[config.mk]
export PLATFORM = sky130hd
export DESIGN_NAME = t2_challenge_sequencer
export DESIGN_NICKNAME = d
export VERILOG_FILES = /design/src/rtl/t2_pkg.sv /design/src/rtl/t2_lfsr30.sv /design/src/rtl/t2_challenge_sequencer.sv
export SDC_FILE = /design/constraint.sdc
export NUM_CORES = 1
export LEC_CHECK = 0
export CAP_MARGIN = 20
export CORE_ASPECT_RATIO = 0.7
export CORE_MARGIN = 8
export CORE_UTILIZATION = 50
export DETAILED_ROUTE_END_ITERATION = 10
export HOLD_SLACK_MARGIN = 0.15
export PLACE_DENSITY = 0.78
export SYNTH_ARGS = -nofsm -noshare
export SYNTH_HDL_FRONTEND = slang
export SYNTH_SLANG_ARGS = --single-unit
[constraint.sdc]
create_clock -name i_clk -period 2.9 [get_ports i_clk]
set_input_delay 0.29 -clock i_clk [delete_from_list [all_inputs] [get_ports i_clk]]
set_output_delay 0.29 -clock i_clk [all_outputs]
set_load 0.1 [all_outputs]
[src/rtl/t2_pkg.sv]
// Shared widths, LFSR tap mask and FSM state encoding for the T2 challenge sequencer.
package t2_pkg;
  localparam int CH_W  = 30;
  localparam int CBM_W = 10;
  // Feedback taps q[29], q[5], q[3], q[0] (x^30 + x^6 + x^4 + x + 1)
  localparam logic [CH_W-1:0] LFSR_TAPS = 30'h2000_0029;

  typedef enum logic [1:0] {IDLE, CLR, SETTLE, EMIT} state_t;
endpackage

[src/rtl/t2_lfsr30.sv]
// 30-bit Fibonacci LFSR; advances one step per i_adv pulse.
module t2_lfsr30 import t2_pkg::*; #(
  parameter logic [CH_W-1:0] SEED = 30'h1555_5555
) (
  input  logic            i_clk,
  input  logic            i_clear,
  input  logic            i_adv,
  output logic [CH_W-1:0] o_q
);
  logic [CH_W-1:0] r_q;

  always_ff @(posedge i_clk) begin
    if (i_clear)    r_q <= SEED;
    else if (i_adv) r_q <= {r_q[CH_W-2:0], ^(r_q & LFSR_TAPS)};
  end

  assign o_q = r_q;
endmodule

[src/rtl/t2_challenge_sequencer.sv]
// Drives challenges into the T2 array, repeats clear/settle/sample, majority-votes Cbm.
// state  | meaning
// IDLE   | waiting for start; array held cleared
// CLR    | puf_clear high for CLR_CYCLES
// SETTLE | puf_clear low for SETTLE_CYCLES, Cbm sampled on last edge
// EMIT   | voted response offered downstream until accepted
module t2_challenge_sequencer import t2_pkg::*; #(
  parameter int              CLR_CYCLES    = 2,
  parameter int              SETTLE_CYCLES = 8,
  parameter int              EVAL_REPEATS  = 5,
  parameter logic [CH_W-1:0] LFSR_SEED     = 30'h1555_5555
) (
  input  logic             i_clk,
  input  logic             i_clear,
  input  logic             i_start,
  input  logic [15:0]      i_num_challenges,
  output logic [CH_W-1:0]  o_ch_out,
  output logic             o_puf_clear,
  input  logic [CBM_W-1:0] i_cbm_in,
  output logic             o_resp_valid,
  input  logic             i_resp_ready,
  output logic [CBM_W-1:0] o_resp_data,
  output logic [CBM_W-1:0] o_resp_stable,
  output logic [CH_W-1:0]  o_resp_challenge,
  output logic             o_busy,
  output logic             o_done
);
  localparam int CNT_W = $clog2(EVAL_REPEATS + 1);
  localparam int PH_MAX = (CLR_CYCLES > SETTLE_CYCLES) ? CLR_CYCLES : SETTLE_CYCLES;
  localparam int PH_W = $clog2(PH_MAX + 1);

  state_t           r_state, w_state_nxt;
  logic [PH_W-1:0]  r_phase;
  logic [CNT_W-1:0] r_rep;
  logic [15:0]      r_remaining;
  logic [CNT_W-1:0] r_cnt     [CBM_W];
  logic [CNT_W-1:0] w_cnt_nxt [CBM_W];
  logic [CBM_W-1:0] w_vote, w_stable;
  logic [CBM_W-1:0] r_resp_data, r_resp_stable;
  logic [CH_W-1:0]  r_resp_challenge;
  logic             r_done;
  logic             w_phase_end, w_last_rep, w_start, w_sample, w_hs;

  assign w_phase_end = (r_phase == '0);
  assign w_last_rep  = (r_rep == CNT_W'(EVAL_REPEATS - 1));
  assign w_start     = (r_state == IDLE) && i_start;
  assign w_sample    = (r_state == SETTLE) && w_phase_end;
  assign w_hs        = (r_state == EMIT) && i_resp_ready;

  t2_lfsr30 #(.SEED(LFSR_SEED)) u_lfsr (
    .i_clk   (i_clk),
    .i_clear (i_clear),
    .i_adv   (w_hs),
    .o_q     (o_ch_out)
  );

  always_ff @(posedge i_clk) begin
    if (i_clear) r_state <= IDLE;
    else         r_state <= w_state_nxt;
  end

  always_comb begin
    w_state_nxt = r_state;
    case (r_state)
      IDLE:    if (i_start && i_num_challenges != '0) w_state_nxt = CLR;
      CLR:     if (w_phase_end) w_state_nxt = SETTLE;
      SETTLE:  if (w_phase_end) w_state_nxt = w_last_rep ? EMIT : CLR;
      EMIT:    if (i_resp_ready) w_state_nxt = (r_remaining == 16'd1) ? IDLE : CLR;
      default: w_state_nxt = IDLE;
    endcase
  end

  // Vote on the count including the sample being taken this edge
  always_comb begin
    for (int i = 0; i < CBM_W; i++) begin
      w_cnt_nxt[i] = r_cnt[i] + CNT_W'(i_cbm_in[i]);
      w_vote[i]    = w_cnt_nxt[i] > CNT_W'(EVAL_REPEATS / 2);
      w_stable[i]  = (w_cnt_nxt[i] == '0) || (w_cnt_nxt[i] == CNT_W'(EVAL_REPEATS));
    end
  end

  always_ff @(posedge i_clk) begin
    if (i_clear) begin
      r_phase          <= '0;
      r_rep            <= '0;
      r_remaining      <= '0;
      r_resp_data      <= '0;
      r_resp_stable    <= '0;
      r_resp_challenge <= '0;
      r_done           <= 1'b0;
      for (int i = 0; i < CBM_W; i++) r_cnt[i] <= '0;
    end else begin
      r_done <= 1'b0;
      if (w_state_nxt == CLR && r_state != CLR)            r_phase <= PH_W'(CLR_CYCLES - 1);
      else if (w_state_nxt == SETTLE && r_state != SETTLE) r_phase <= PH_W'(SETTLE_CYCLES - 1);
      else if (!w_phase_end)                               r_phase <= r_phase - 1'b1;

      if (w_start) begin
        r_remaining <= i_num_challenges;
        r_rep       <= '0;
        for (int i = 0; i < CBM_W; i++) r_cnt[i] <= '0;
        if (i_num_challenges == '0) r_done <= 1'b1;
      end

      if (w_sample) begin
        r_rep <= r_rep + 1'b1;
        for (int i = 0; i < CBM_W; i++) r_cnt[i] <= w_cnt_nxt[i];
        if (w_last_rep) begin
          r_resp_data      <= w_vote;
          r_resp_stable    <= w_stable;
          r_resp_challenge <= o_ch_out;
        end
      end

      if (w_hs) begin
        r_remaining <= r_remaining - 1'b1;
        r_rep       <= '0;
        for (int i = 0; i < CBM_W; i++) r_cnt[i] <= '0;
        if (r_remaining == 16'd1) r_done <= 1'b1;
      end
    end
  end

  assign o_puf_clear      = (r_state != SETTLE);
  assign o_busy           = (r_state != IDLE);
  assign o_resp_valid     = (r_state == EMIT);
  assign o_resp_data      = r_resp_data;
  assign o_resp_stable    = r_resp_stable;
  assign o_resp_challenge = r_resp_challenge;
  assign o_done           = r_done;
endmodule

* After elaboration in Yosys (flattened, before gate mapping)
Memories as Yosys holds them, arrays and structs flattened. Cells that the tools add are included.
Storage, ports and cells: register bits 106, RAM bits 30, memories 1
Memory list:
- r_cnt | depth 10, width 3, rd ports 10, clocked after Yosys merged registers in 0, wr ports 10, RTL line t2_challenge_sequencer.sv:36 | logic [CNT_W-1:0] r_cnt [CBM_W];
Operators by class: $add $sub $neg 13, magnitude comparators 10, equal/unequal tests 21, muxes and demuxes 59, bitwise gates (word level) 30, reductions and logical operators 38
Operator list (number):
- 3-bit 2-to-1 mux | 34
- 3-bit == test, second input constant | 11
- 16-bit 2-to-1 mux | 2
- 3-bit by 1-bit adder with 3-bit output | 10
- 3-bit by 2-bit greater-than comparator with 1-bit output, second input constant | 10
- 3-bit logical NOT | 10
- 1-bit OR | 30
- 30-bit XOR reduction | 1
- 1-bit 2-to-1 mux | 17
- 16-bit by 1-bit == test with 1-bit output, second input constant | 1
- 16-bit logical NOT | 1
- 16-bit nonzero test | 1
- 16-bit by 1-bit subtractor with 16-bit output, second input constant | 1
- 1-bit logical OR | 10
- 2-bit 2-to-1 mux | 5
- 2-bit one-hot mux with 4 select lines | 1
- 2-bit == test, second input constant | 3
- 1-bit logical AND | 6
- 2-bit nonzero test | 3
- 2-bit by 1-bit == test with 1-bit output, second input constant | 2
- 4-bit logical NOT | 1
- 2-bit by 1-bit != test with 1-bit output, second input constant | 2
- 2-bit OR reduction | 2
- 4-bit by 1-bit subtractor with 4-bit output, second input constant | 1
- other kinds (6) | 6

* Logic depth before layout (Yosys ltp)
depth in word-level cells 8, gate-level depth with buffers 9, gate-level depth less buffers 6

* By module
Synthesis repeated with hierarchy kept, for this count alone.
Unflattened totals: cells, all modules 610, area, all modules 5864.4 um^2
Modules (own cells, without submodules):
- t2_challenge_sequencer | instances 1, cells each 510, area an instance 4770.8 um^2
- t2_lfsr30 | instances 1, cells each 100, area an instance 1093.5 um^2

* Worst setup path before layout
OpenSTA, ideal clock, no wires.
kind reg2reg, from reg r_phase[0], to mem r_cnt[0][0] (netlist bit), enable pin, arrival 2.007 ns, required time 2.498 ns, setup slack 0.492 ns, cell stages (with the launch flop) 6, buffers on the path 0, cells stage by stage dfxtp_1 inv_1 ha_1 nor3b_1 a2111oi_0 inv_1
RTL lines:
- start: declaration | RTL line t2_challenge_sequencer.sv:33 | logic [PH_W-1:0] r_phase;
- start signal: assignment | RTL line t2_challenge_sequencer.sv:94 | if (w_state_nxt == CLR && r_state != CLR) r_phase <= PH_W'(CLR_CYCLES - 1);
- start signal: assignment | RTL line t2_challenge_sequencer.sv:95 | else if (w_state_nxt == SETTLE && r_state != SETTLE) r_phase <= PH_W'(SETTLE_CYCLES - 1);
- start signal: assignment | RTL line t2_challenge_sequencer.sv:96 | else if (!w_phase_end) r_phase <= r_phase - 1'b1;
- end: declaration | RTL line t2_challenge_sequencer.sv:36

* Worst setup path after layout
from reg r_phase[0], to reg r_resp_stable[9] (netlist: o_resp_stable[9])
Between the ends: cells in the longest elaborated chain, start to end 3
RTL lines:
- 4-bit logical NOT | RTL line t2_challenge_sequencer.sv:44 | assign w_phase_end = (r_phase == '0);
- 1-bit logical AND | RTL line t2_challenge_sequencer.sv:47 | assign w_sample = (r_state == SETTLE) && w_phase_end;
- 2-bit AND reduction (no line)
- end signal: assignment | RTL line t2_challenge_sequencer.sv:110 | r_resp_stable <= w_stable;
- end: declaration | RTL line t2_challenge_sequencer.sv:39 | logic [CBM_W-1:0] r_resp_data, r_resp_stable;
Every way passes these cells. A chain may end at the register's enable or synchronous reset.

==> results.cfg <==
[clock_network]
cts_buffers = 17
clock_path_buffers = 2
holdBufCountCts = 0
tritoncts = yes
clk_pin_slew_ps = 60
clkLatencyLatePin_ps = 410
cts-root-buf = clkbuf_16
clock_sinks = 136
post_cts_buffers = 0
htreeDepth = 4
cts_repair_resize_count = 0

[global_route]
grt_pass1_wl_mm = 24.43
grt_usage_pct = 18.97
grt_pass1_vias = 4856
grt_max_degree = 52
antenna_found_initial = 0
grt_overflow = 0

[worst_setup_path]
cp_max_fo = 50
worstPathRequired_ps = 3240
arrival_ps = 2790
worstSetupPathType = flop to flop
worstSetupStartpointType = flop
rr_worst_depth = 6
crit_path_end_kind = flop

[synth]
syn-cell-area_sq_um = 5822
syn_inst = 642
synth.largest_area_cell = dfxtp_1
synth_edf_count = 30
netlist_top_cells_area = dfxtp_1 36%, edfxtp_1 15%, nand2_1 9.6%
synth_fp_nets = 697
seq_area_frac_synth_pct = 51.92
post_synth_num_cell_types = 46
synth_seq_cells = 136
async_reset_ff_share_pct = 0
synth_area_per_cell_sq_um = 9.068
netlist.area_leader.share_pct = 36.45
yosysWarnings = 0
synth_ff_type = dfxtp_1

[run_status]
outcome = complete, no violations

[sta]
hold_slack_ps = 413.9
finalCritPeriodShare_pct = 84.70
rsz0062_at_grt = no
fin_tns_setup_ps = 0
worstMarginPinSlew_ps = 851.1
fin_skew_ps = 8.290
min_period_ps = 2456
setup_viol = 0
fmax_mhz = 407.1
relSlewSlack_pct = 42.46
worst_slack_ps = 443.7
hold_violations = 0
drv_slew = 0

[final_layout]
drive_gt1_share_pct = 17.87
insertedDiodeCount = 0
final_util_pct = 65.23
final_nets = 803
finalNonFillerCells = 918
area_growth_pct = 29.08
nFillCells = 920

[place]
place.port_buffers = 113
hpwlAfterDp_mm = 9.990
place_inst = 885
place_ws_ps = 460.6
place.gp.congestion = 0.8736

[route]
firstDrtPassIters = 6
ant_nets = 0
wire_per_inst_um = 16.19
met2WireLength_mm = 7.193
num_vias = 4971
drtIter0Drc = 518
viasPerCell = 5.415
wl_met3_um = 723
dr.max_layer_used = met4
routed_wl_mm = 14.86
drc = 0
wl_met1_mm = 6.795

[pwr]
p_per_area_nw_per_um2 = 719.8
p_leak_nw = 2.961
worst_ir_drop_vdd_mv = 0.5032

[floorplan]
core_area_sq_um = 11520
io_pins = 114
dieArea_sq_um = 15410
fp.dieH_um = 106.3
fp.dieW_um = 145.0
start_util_pct = 50.54
fp-row-count = 33

[flow_run]
cap_violations = 0

[worst_hold_path]
hold_depth = 5
hold_path_class = primary input to flop
registers in the layout (all words and copies together) (netlist names):
register and flops:
o_done 1, r_remaining 16, r_cnt 30, r_state 2
o_resp_stable 10, o_resp_challenge 30, r_rep 3, o_resp_data 10
r_phase 4, u_lfsr.o_q 30
cells in the final DEF, fill, tap and decap left out, drive strengths merged, types with 6 or more instances in the layout:
master and instances:
nand2 149, nor4 10, a21oi 70, inv 16
nand3 20, xnor2 23, o21ai 9, clkdlybuf4s50 28
clkbuf 18, a31oi 6, or3 15, nor3 10
edfxtp 30, nor2 33, a311oi 11, ha 25
nand4 6, dfxtp 106, clkinv 7, and2 22
buf 97
layer usage:
metal,vias to the layer above,GRT usage [%]
li1,2454,-
met1,2350,24.02
met2,154,31.48
met3,13,4.455
met4,0,6.432
met5,-,0
per-stage QoR:
stage / cell area [sq um] / total power [mW]
global route: 7515 / 5.632
finish: 7515 / 5.409
CTS: 7487 / 5.407
global placement: 6870 / 3.118
detailed placement: 6870 / 3.156
floorplan: 5822 / 2.901
final timing paths:
kind / from / end / slack [ps]
worst max register to register: r_phase[0]$_SDFFE_PP0P_ / o_resp_stable[9]$_SDFFE_PP0P_ / 440
worst max-delay path: r_phase[0]$_SDFFE_PP0P_ / o_resp_stable[9]$_SDFFE_PP0P_ / 440
worst min-delay path: i_clear / r_rep[0]$_SDFFE_PP0P_ / 410
worst min register to register: o_resp_stable[2]$_SDFFE_PP0P_ / o_resp_stable[2]$_SDFFE_PP0P_ / 450
Yosys cell counts, drive strengths merged (4+ instances only):
cell type,number
nand2,149
dfxtp,106
a21oi,70
nor2,33
clkbuf,31
edfxtp,30
ha,25
xnor2,23
and2,22
nand3,20
or3,15
a311oi,11
inv,11
nor3,10
nor4,10
o21ai,9
buf,7
a31oi,6
nand4,6
a211oi,4
a221oi,4
o311ai,4
cell type report:
class / instances / area [sq um] / share of cell area [%]
flip-flops and latches: 136 / 3023 / 40.23
multi-input cells: 456 / 2608 / 34.70
repair buffers: 125 / 1026 / 13.65
clock buffers: 18 / 450.4 / 5.994
well taps: 157 / 196.4 / 2.614
clock inverters: 14 / 166.4 / 2.214
inverters: 12 / 45.04 / 0.5994
critical path: stages (launching register included):
cell and delay [ps]:
dfxtp_1 330, inv_1 70, ha_1 210, or3b_1 530, or3_4 670, or3_1 440, a21oi_1 150
power breakdown:
part,internal [mW],switching [mW],total (mW)
clock network,1.41,0.844,2.25
logic,0.357,0.619,0.976
registers,2.08,0.103,2.18
kinds of logic (layout without fill, tap and decap cells):
family / Yosys count / count (layout) / share of synthesized area (%)
compound gates: 122 / 122 / 12.79
xor+xnor: 24 / 24 / 3.611
fa+ha+maj: 25 / 25 / 5.373
buf+inv: 50 / 169 / 3.546
flops: 136 / 136 / 51.92
mux: 4 / 4 / 0.7092
simple gates: 281 / 281 / 22.05
Power figures use the tool's default switching activity.
